**src/rtl/control_nivel_comida_pkg.sv**
```systemverilog
// Shared types and constants for the food-level producer: level FSM encoding
// and the saturating 2-bit level helpers.
package control_nivel_comida_pkg;

    typedef enum logic [1:0] {
        NORMAL      = 2'd0,
        ALIMENTANDO = 2'd1,
        CONGELADO   = 2'd2
    } estado_t;

    localparam logic [1:0] NIVEL_MAX = 2'd3;
    localparam logic [1:0] NIVEL_MIN = 2'd0;

    function automatic logic [1:0] nivel_sube(input logic [1:0] nivel);
        return (nivel == NIVEL_MAX) ? NIVEL_MAX : nivel + 2'd1;
    endfunction

    function automatic logic [1:0] nivel_baja(input logic [1:0] nivel);
        return (nivel == NIVEL_MIN) ? NIVEL_MIN : nivel - 2'd1;
    endfunction

endpackage

```
**src/rtl/antirrebote.sv**
```systemverilog
// Button debouncer: 2-FF synchronizer followed by a stable-run counter that
// only lets a level through after DEBOUNCE_TICKS consecutive differing cycles.
module antirrebote
    import control_nivel_comida_pkg::*;
#(
    parameter int unsigned DEBOUNCE_TICKS = 1_000_000
) (
    input  logic clk,
    input  logic reset,
    input  logic entrada,
    output logic salida
);

    localparam int unsigned CNT_W = $clog2(DEBOUNCE_TICKS);
    localparam logic [CNT_W-1:0] CNT_LAST = CNT_W'(DEBOUNCE_TICKS - 1);

    logic             sync1_q;
    logic             sync2_q;
    logic [CNT_W-1:0] cnt_q;
    logic [CNT_W-1:0] cnt_d;
    logic             salida_q;
    logic             salida_d;

    always_ff @(posedge clk) begin
        if (reset) begin
            sync1_q  <= 1'b0;
            sync2_q  <= 1'b0;
            cnt_q    <= '0;
            salida_q <= 1'b0;
        end else begin
            sync1_q  <= entrada;
            sync2_q  <= sync1_q;
            cnt_q    <= cnt_d;
            salida_q <= salida_d;
        end
    end

    // Any cycle where the synchronized input agrees with the output restarts the run.
    always_comb begin
        cnt_d    = '0;
        salida_d = salida_q;
        if (sync2_q != salida_q) begin
            if (cnt_q == CNT_LAST) begin
                salida_d = sync2_q;
                cnt_d    = '0;
            end else begin
                cnt_d = cnt_q + 1'b1;
            end
        end
    end

    assign salida = salida_q;

endmodule

```
**src/rtl/control_nivel_comida.sv**
```systemverilog
// Food-level producer: debounced buttons plus a level register that decays in
// NORMAL, refills in ALIMENTANDO and holds in CONGELADO.
module control_nivel_comida
    import control_nivel_comida_pkg::*;
#(
    parameter int unsigned DECAY_TICKS    = 250_000_000,
    parameter int unsigned FEED_TICKS     = 50_000_000,
    parameter int unsigned DEBOUNCE_TICKS = 1_000_000
) (
    input  logic       clk,
    input  logic       reset,
    input  logic       Boton_Comida_raw,
    input  logic       Boton_Test_raw,
    input  logic       Activo_Comida,
    input  logic       Senal_MTest,
    output logic [1:0] Nivel_Comida,
    output logic       Boton_Comida,
    output logic       Senal_Test_fil
);

    localparam int unsigned DECAY_W = $clog2(DECAY_TICKS);
    localparam int unsigned FEED_W  = $clog2(FEED_TICKS);
    localparam logic [DECAY_W-1:0] DECAY_LAST = DECAY_W'(DECAY_TICKS - 1);
    localparam logic [FEED_W-1:0]  FEED_LAST  = FEED_W'(FEED_TICKS - 1);

    estado_t             estado_q;
    estado_t             estado_d;
    logic [DECAY_W-1:0]  decay_q;
    logic [DECAY_W-1:0]  decay_d;
    logic [FEED_W-1:0]   feed_q;
    logic [FEED_W-1:0]   feed_d;
    logic [1:0]          nivel_q;
    logic [1:0]          nivel_d;

    antirrebote #(
        .DEBOUNCE_TICKS(DEBOUNCE_TICKS)
    ) u_antirrebote_comida (
        .clk    (clk),
        .reset  (reset),
        .entrada(Boton_Comida_raw),
        .salida (Boton_Comida)
    );

    antirrebote #(
        .DEBOUNCE_TICKS(DEBOUNCE_TICKS)
    ) u_antirrebote_test (
        .clk    (clk),
        .reset  (reset),
        .entrada(Boton_Test_raw),
        .salida (Senal_Test_fil)
    );

    always_ff @(posedge clk) begin
        if (reset) begin
            estado_q <= NORMAL;
            decay_q  <= '0;
            feed_q   <= '0;
            nivel_q  <= NIVEL_MAX;
        end else begin
            estado_q <= estado_d;
            decay_q  <= decay_d;
            feed_q   <= feed_d;
            nivel_q  <= nivel_d;
        end
    end

    always_comb begin
        estado_d = NORMAL;
        if (Senal_MTest) begin
            estado_d = CONGELADO;
        end else if (!Activo_Comida && Boton_Comida) begin
            estado_d = ALIMENTANDO;
        end
    end

    always_comb begin
        decay_d = '0;
        feed_d  = '0;
        nivel_d = nivel_q;
        unique case (estado_q)
            NORMAL: begin
                if (decay_q == DECAY_LAST) begin
                    nivel_d = nivel_baja(nivel_q);
                end else begin
                    decay_d = decay_q + 1'b1;
                end
            end
            ALIMENTANDO: begin
                if (feed_q == FEED_LAST) begin
                    nivel_d = nivel_sube(nivel_q);
                end else begin
                    feed_d = feed_q + 1'b1;
                end
            end
            CONGELADO: begin
            end
            default: begin
            end
        endcase
        // A state change discards any partial interval in either timer.
        if (estado_d != estado_q) begin
            decay_d = '0;
            feed_d  = '0;
        end
    end

    assign Nivel_Comida = nivel_q;

endmodule

```
**config.mk**
```make
export PLATFORM = sky130hd
export DESIGN_NAME = control_nivel_comida
export DESIGN_NICKNAME = d
export VERILOG_FILES = /design/src/rtl/control_nivel_comida_pkg.sv /design/src/rtl/antirrebote.sv /design/src/rtl/control_nivel_comida.sv
export SDC_FILE = /design/constraint.sdc
export NUM_CORES = 1
export LEC_CHECK = 0
export ABC_AREA = 1
export ABC_CLOCK_PERIOD_IN_PS = 3950
export BUFFER_PORTS_ARGS = -buffer_cell sky130_fd_sc_hd__buf_2
export CORE_MARGIN = 2
export CORE_UTILIZATION = 40
export CTS_CLUSTER_DIAMETER = 40
export DETAILED_ROUTE_END_ITERATION = 12
export MAX_ROUTING_LAYER = met4
export PLACE_DENSITY = 0.67
export SLEW_MARGIN = 20
export SYNTH_ARGS = -nofsm -noshare
export SYNTH_HDL_FRONTEND = slang
export SYNTH_HIERARCHICAL = 1
export SYNTH_SLANG_ARGS = --single-unit
```
**constraint.sdc**
```tcl
create_clock -name clk -period 3.95 [get_ports clk]
set_clock_uncertainty 0.15 [all_clocks]
set_input_delay 0.5925 -clock clk [delete_from_list [all_inputs] [get_ports clk]]
set_output_delay 0.5925 -clock clk [all_outputs]
set_load 0.1 [all_outputs]
```
; ---- Word level (Yosys, flattened, before mapping)
; Index checks and enable logic that the tools add are counted.
[op_classes]
add_sub_neg = 6
eq_ne = 11
mux = 7
bitwise = 4
reduce_logical = 12
[ops]
columns = op, n
row1 = "20-bit by 1-bit adder with 20-bit output, second input constant", 2
row2 = "20-bit == test, second input constant", 2
row3 = "28-bit by 1-bit adder with 28-bit output, second input constant", 1
row4 = "28-bit == test, second input constant", 1
row5 = "26-bit by 1-bit adder with 26-bit output, second input constant", 1
row6 = "26-bit == test, second input constant", 1
row7 = 2-bit two-way mux, 5
row8 = 4-bit OR reduction, 2
row9 = 3-bit OR reduction, 2
row10 = 2-bit logical NOT, 2
row11 = "2-bit != test, second input constant", 2
row12 = 1-bit inverter, 4
row13 = 2-bit case mux with 2 select lines, 1
row14 = 2-bit AND reduction, 2
row15 = 3-bit AND reduction, 1
row16 = "2-bit by 1-bit adder with 2-bit output, second input constant", 1
row17 = "2-bit by 1-bit == test with 1-bit output, second input constant", 1
row18 = "2-bit == test, second input constant", 1
row19 = 1-bit != test, 2
row20 = 2-bit != test, 1
row21 = 2-bit nonzero test, 1
row22 = "2-bit by 1-bit subtractor with 2-bit output, second input constant", 1
row23 = 1-bit logical AND, 1
row24 = 1-bit logical NOT, 1
row25 = 1-bit two-way mux, 1
[word_totals]
reg_bits = 104
in_bits = 6
out_inout_bits = 4
elab_cells = 52

; ---- Logic depth before layout (Yosys ltp)
[depth]
word_depth = 6
mapped_depth = 11
depth_no_buf = 11

; ---- Hierarchy
; The synthesis kept the hierarchy.
[by_module_without_submodules]
columns = mod, n_inst, cells_each, area_per_inst_um2, seq_area_each_um2
row1 = control_nivel_comida, 1, 460, 3150.5, 1161.1
row2 = antirrebote, 2, 170, 1173.6, 460.4

; ---- Worst setup path before layout
; OpenSTA, ideal clock, no wires.
[synth_path]
path_kind = flip-flop to flip-flop
start = register u_antirrebote_comida.salida_q (netlist: u_antirrebote_comida/salida)
end = register decay_q[12]
setup_ns = 0.115
arrival_ns = 1.872
required_ns = 3.685
slack_ns = 1.813
stages_incl_launch_ff = 9
n_path_buf = 1
period_less_slack_ns = 2.137
path_cell_list = dfxtp_1 nand3b_1 nor2_1 nor2_1 nand2_1 clkinv_1 nand3_2 buf_4 nor2_1
[synth_via]
elab_chain_cells = 5
[synth_rtl]
columns = item, line_no
row1 = "start, declared", antirrebote.sv:21  ; logic salida_q;
row2 = "start signal, assigned", antirrebote.sv:34  ; salida_q <= salida_d;
row3 = 1-bit logical AND, control_nivel_comida.sv:71  ; end else if (!Activo_Comida && Boton_Comida) begin
row4 = 1-bit two-way mux, control_nivel_comida.sv:71
row5 = 2-bit two-way mux, control_nivel_comida.sv:69  ; if (Senal_MTest) begin
row6 = 2-bit != test, control_nivel_comida.sv:101  ; if (estado_d != estado_q) begin
row7 = 4-bit OR reduction (no line), --
row8 = "end signal, assigned", control_nivel_comida.sv:61  ; decay_q <= decay_d;
row9 = "end, declared", control_nivel_comida.sv:28  ; logic [DECAY_W-1:0] decay_q;
; No other way between the ends.
; A chain may end at the register's enable or synchronous reset.

; ---- Worst setup path in the final report
[layout_path]
start = register feed_q[0]
end = register feed_q[20]
[layout_via]
elab_chain_cells = 2
elab_cells_between_ends = 3
cone_classes = add/sub: 1 / eq/ne: 1 / reduce/logical: 1
[layout_rtl]
columns = item, line_no
row1 = "start, declared", control_nivel_comida.sv:30  ; logic [FEED_W-1:0] feed_q;
row2 = "start signal, assigned", control_nivel_comida.sv:57  ; feed_q <= '0;
row3 = "start signal, assigned", control_nivel_comida.sv:62  ; feed_q <= feed_d;
row4 = branches (longest 2 deep; another with 26-bit by 1-bit adder with 26-bit output), --
; Several ways; the timed one is not identified.

==> flow_metrics.py <==
metrics = {
    "pwr": {
        "power_density_mw_per_mm2": 333.5,
        "peakVddDrop_uv": 223.0,
        "leakage_nw": 1.870,
    },
    "sta": {
        "maxSlewViolCount": 0,
        "setup_ws_ns": 1.812,
        "worst_hold_slack_ns": 0.2551,
        "fin_tns_setup_ns": 0,
        "fmax_ghz": 0.4677,
        "setup_violations": 0,
        "fin_crit_ns": 2.138,
        "finalCritPeriodShare_pct": 54.13,
        "rsz0062_at_grt": "no",
        "worstMarginPinSlew_ns": 0.5803,
        "hold_violations": 0,
        "slew-limit-headroom_pct": 61.27,
    },
    "drt": {
        "route.detailed.drc": 0,
        "dr_total_vias": 4678,
        "drt_iter0_drc": 187,
        "wl_mm": 10.68,
        "final_antenna_net_count": 0,
        "via_per_inst": 4.706,
        "wl_per_cell_um": 10.75,
        "dr.pass1.iters": 5,
    },
    "floorplanning": {
        "start_util_pct": 41.19,
        "die_x_um": 121.2,
        "dieHeight_um": 121.2,
        "rows": 42,
        "core_area_mm2": 0.01335,
        "io_pins": 10,
        "dieArea_mm2": 0.01470,
    },
    "placed_design": {
        "place.gp.congestion": 0.8851,
        "post-dp-hpwl_mm": 8.005,
        "pre_cts_slack_ns": 1.660,
        "io_buffers": 9,
    },
    "critical_path": {
        "path_cells": "ha_1, nand2_1, nor2_1, nand2_1, nor2_1, nand3_1, nand3_2, inv_1, o21ai_0, nor2_1",
        "critPathArrivalTime_ns": 2.23,
        "reg2reg_slack_ns": 1.81,
        "critPathMaxFanout": 25,
        "crit_buf_inv": 1,
        "slowest_delay_ns": 0.42,
        "rr_endpoint": "feed_q[20]$_SDFF_PP0_",
        "worstSetupStartpoint": "feed_q[0]$_SDFF_PP0_",
        "required_ns": 4.04,
        "path_common_cell": "nor2_1",
        "worstSetupPathType": "flip-flop to flip-flop",
        "cp-end-kind": "flip-flop",
        "r2r_start": "feed_q[0]$_SDFF_PP0_",
        "crit_path_top_delay_cell": "nand3_2",
        "crit_family": "simple AND/OR/NAND/NOR gates",
        "crit_path_start_kind": "flip-flop",
        "reg2reg_depth": 10,
    },
    "min_path": {
        "hold_depth": 2,
        "hp-class": "flip-flop to flip-flop",
        "min-delay-start": "u_antirrebote_comida/sync1_q$_SDFF_PP0_",
        "min_to": "u_antirrebote_comida/sync2_q$_SDFF_PP0_",
    },
    "clock_network": {
        "clkTransAtPathRegs_ns": 0.07,
        "cts_buffer_depth": 2,
        "cts_tree": "built",
        "postCtsHoldBufs": 0,
        "cts_made_buffers": 9,
        "cts_resized": 0,
        "htreeDepth": 3,
        "clockRootBuffer": "clkbuf_16",
        "cts_setup_buffers": 0,
        "clk_latency_ns": 0.35,
        "clkSinkCount": 104,
    },
    "synth": {
        "synth_fp_nets": 810,
        "ys_seq_area_share_pct": 37.87,
        "synthTopCellsByArea": "dfxtp_1 (38%), nand2_1 (12%), nor2_1 (12%)",
        "synth-async-reset-ratio_pct": 0,
        "synth_area_mm2": 0.005498,
        "synth_edf_count": 0,
        "synth_area_per_cell_um2": 6.872,
        "ys.flop_type": "dfxtp_1",
        "synth_top_cell_area_share_pct": 37.87,
        "yosys.cell_types.count": 34,
        "yosysTopAreaCell": "dfxtp_1",
        "syn_inst": 800,
        "ys_ff_latch": 104,
        "yosys_warnings": 6,
    },
    "final_layout": {
        "fillers": 1392,
        "fin_nets": 824,
        "diodes": 0,
        "final_util_pct": 44.94,
        "drive_above_1_share_pct": 10.88,
        "final_common_cell": "nand2_1",
        "mostFrequentLayoutCells": "nand2_1 (178), nor2_1 (175), dfxtp_1 (104)",
        "areaGrowthSynthToFinish_pct": 9.103,
    },
    "global_route": {
        "first_global_vias": 4304,
        "track_usage_pct": 16.69,
        "grt_pass1_wl_mm": 19.31,
        "grt-ovfl-total": 0,
        "antenna_found_initial": 0,
        "grt_max_degree": 29,
    },
    "job": {
        "maxCapViolCount": 0,
    },
    "outcome": {
        "outcome": "finished clean",
    },
}
## cells in the mapped netlist (2+ instances only)
library cell and instances:
xor2_1 20, clkinv_1 5, nor2_2 21, nand4_2 2, nand3_2 9, o21ai_0 8
nand2_1 178, nor3_1 21, nor2_4 5, nor3_2 4, nor2_1 175, nor3b_1 6
nand3_1 43, nand2_4 4, or2_2 5, xnor2_1 18, or2_0 5, a21oi_2 2
inv_1 78, ha_1 4, o21bai_1 2, nand2_2 5, a21oi_1 31, dfxtp_1 104
buf_4 2, inv_2 5, nand3b_1 9, buf_6 4, nand4_1 20
## report_power, final
| part | switching, W | internal, W | total [W] |
|---|---|---|---|
| Combinational | 0.0000319 | 0.0000107 | 0.0000427 |
| Clock | 0.000395 | 0.000505 | 0.000901 |
| Sequential | 0.00000385 | 0.00105 | 0.00106 |
| Total | 0.000431 | 0.00157 | 0.00200 |
## area by class of cell
type                    instances  area, um^2  area share (%)
flip-flops and latches        104        2082           34.71
multi-input cells             602        3025           50.44
clock buffers                  10       239.0           3.984
repair buffers                  9       45.04          0.7509
clock inverters                 5       56.30          0.9387
inverters                      88       330.3           5.507
well taps                     176       220.2           3.671
## flip-flops by register name, indices dropped and copies added, names as in the netlist
register / cells
decay_q: 28
feed_q: 26
u_antirrebote_comida/cnt_q: 20
u_antirrebote_test/cnt_q: 20
Nivel_Comida: 2
estado_q: 2
u_antirrebote_comida/salida: 1
u_antirrebote_comida/sync1_q: 1
u_antirrebote_comida/sync2_q: 1
u_antirrebote_test/salida: 1
u_antirrebote_test/sync1_q: 1
u_antirrebote_test/sync2_q: 1
## through the flow
step | std cells | instance area, um^2 | power [W]
2_1_floorplan | 800 | 5498 | 0.001116
3_3_place_gp | 979 | 5703 | 0.001125
6_report | 994 | 5998 | 0.002000
5_1_grt | 994 | 5998 | 0.002075
3_5_place_dp | 979 | 5703 | 0.001125
4_1_cts | 994 | 5998 | 0.002026
## cell families after synthesis
| logic type | count (synthesis) | share of synthesized area (%) |
|---|---|---|
| xor gates and xnor gates | 38 | 6.054 |
| buffers and inverters | 94 | 7.101 |
| AOI/OAI and AO/OA | 45 | 4.347 |
| and+or+nand+nor | 515 | 43.72 |
| adders and majority gates | 4 | 0.9104 |
| DFF | 104 | 37.87 |
## per-layer routing
layer / GRT usage, % / vias up / share of wire [%]
met3: 3.524 / 16 / 3.2
li1: - / 2558 / -
met4: 6.825 / 0 / 2.2
met1: 21.05 / 2059 / 49
met2: 26.12 / 45 / 45
met5: - / - / 0
## worst max path at each step
| stage | end | cells past startpoint |
|---|---|---|
| 2_1_floorplan | decay_q[12]$_SDFF_PP0_ | 8 |
| 3_3_place_gp | decay_q[13]$_SDFF_PP0_ | 8 |
| 3_5_place_dp | decay_q[13]$_SDFF_PP0_ | 8 |
| 4_1_cts | feed_q[20]$_SDFF_PP0_ | 10 |
| 5_1_grt | feed_q[20]$_SDFF_PP0_ | 10 |
| 6_report | feed_q[20]$_SDFF_PP0_ | 10 |
## worst min-delay path, delay by kind of cell (launching register included)
kind | cells | cell delay [ns]
buf+inv | 1 | 0.04
simple gates | 1 | 0.03
flops | 1 | 0.30
Power figures use the tool's default switching activity.
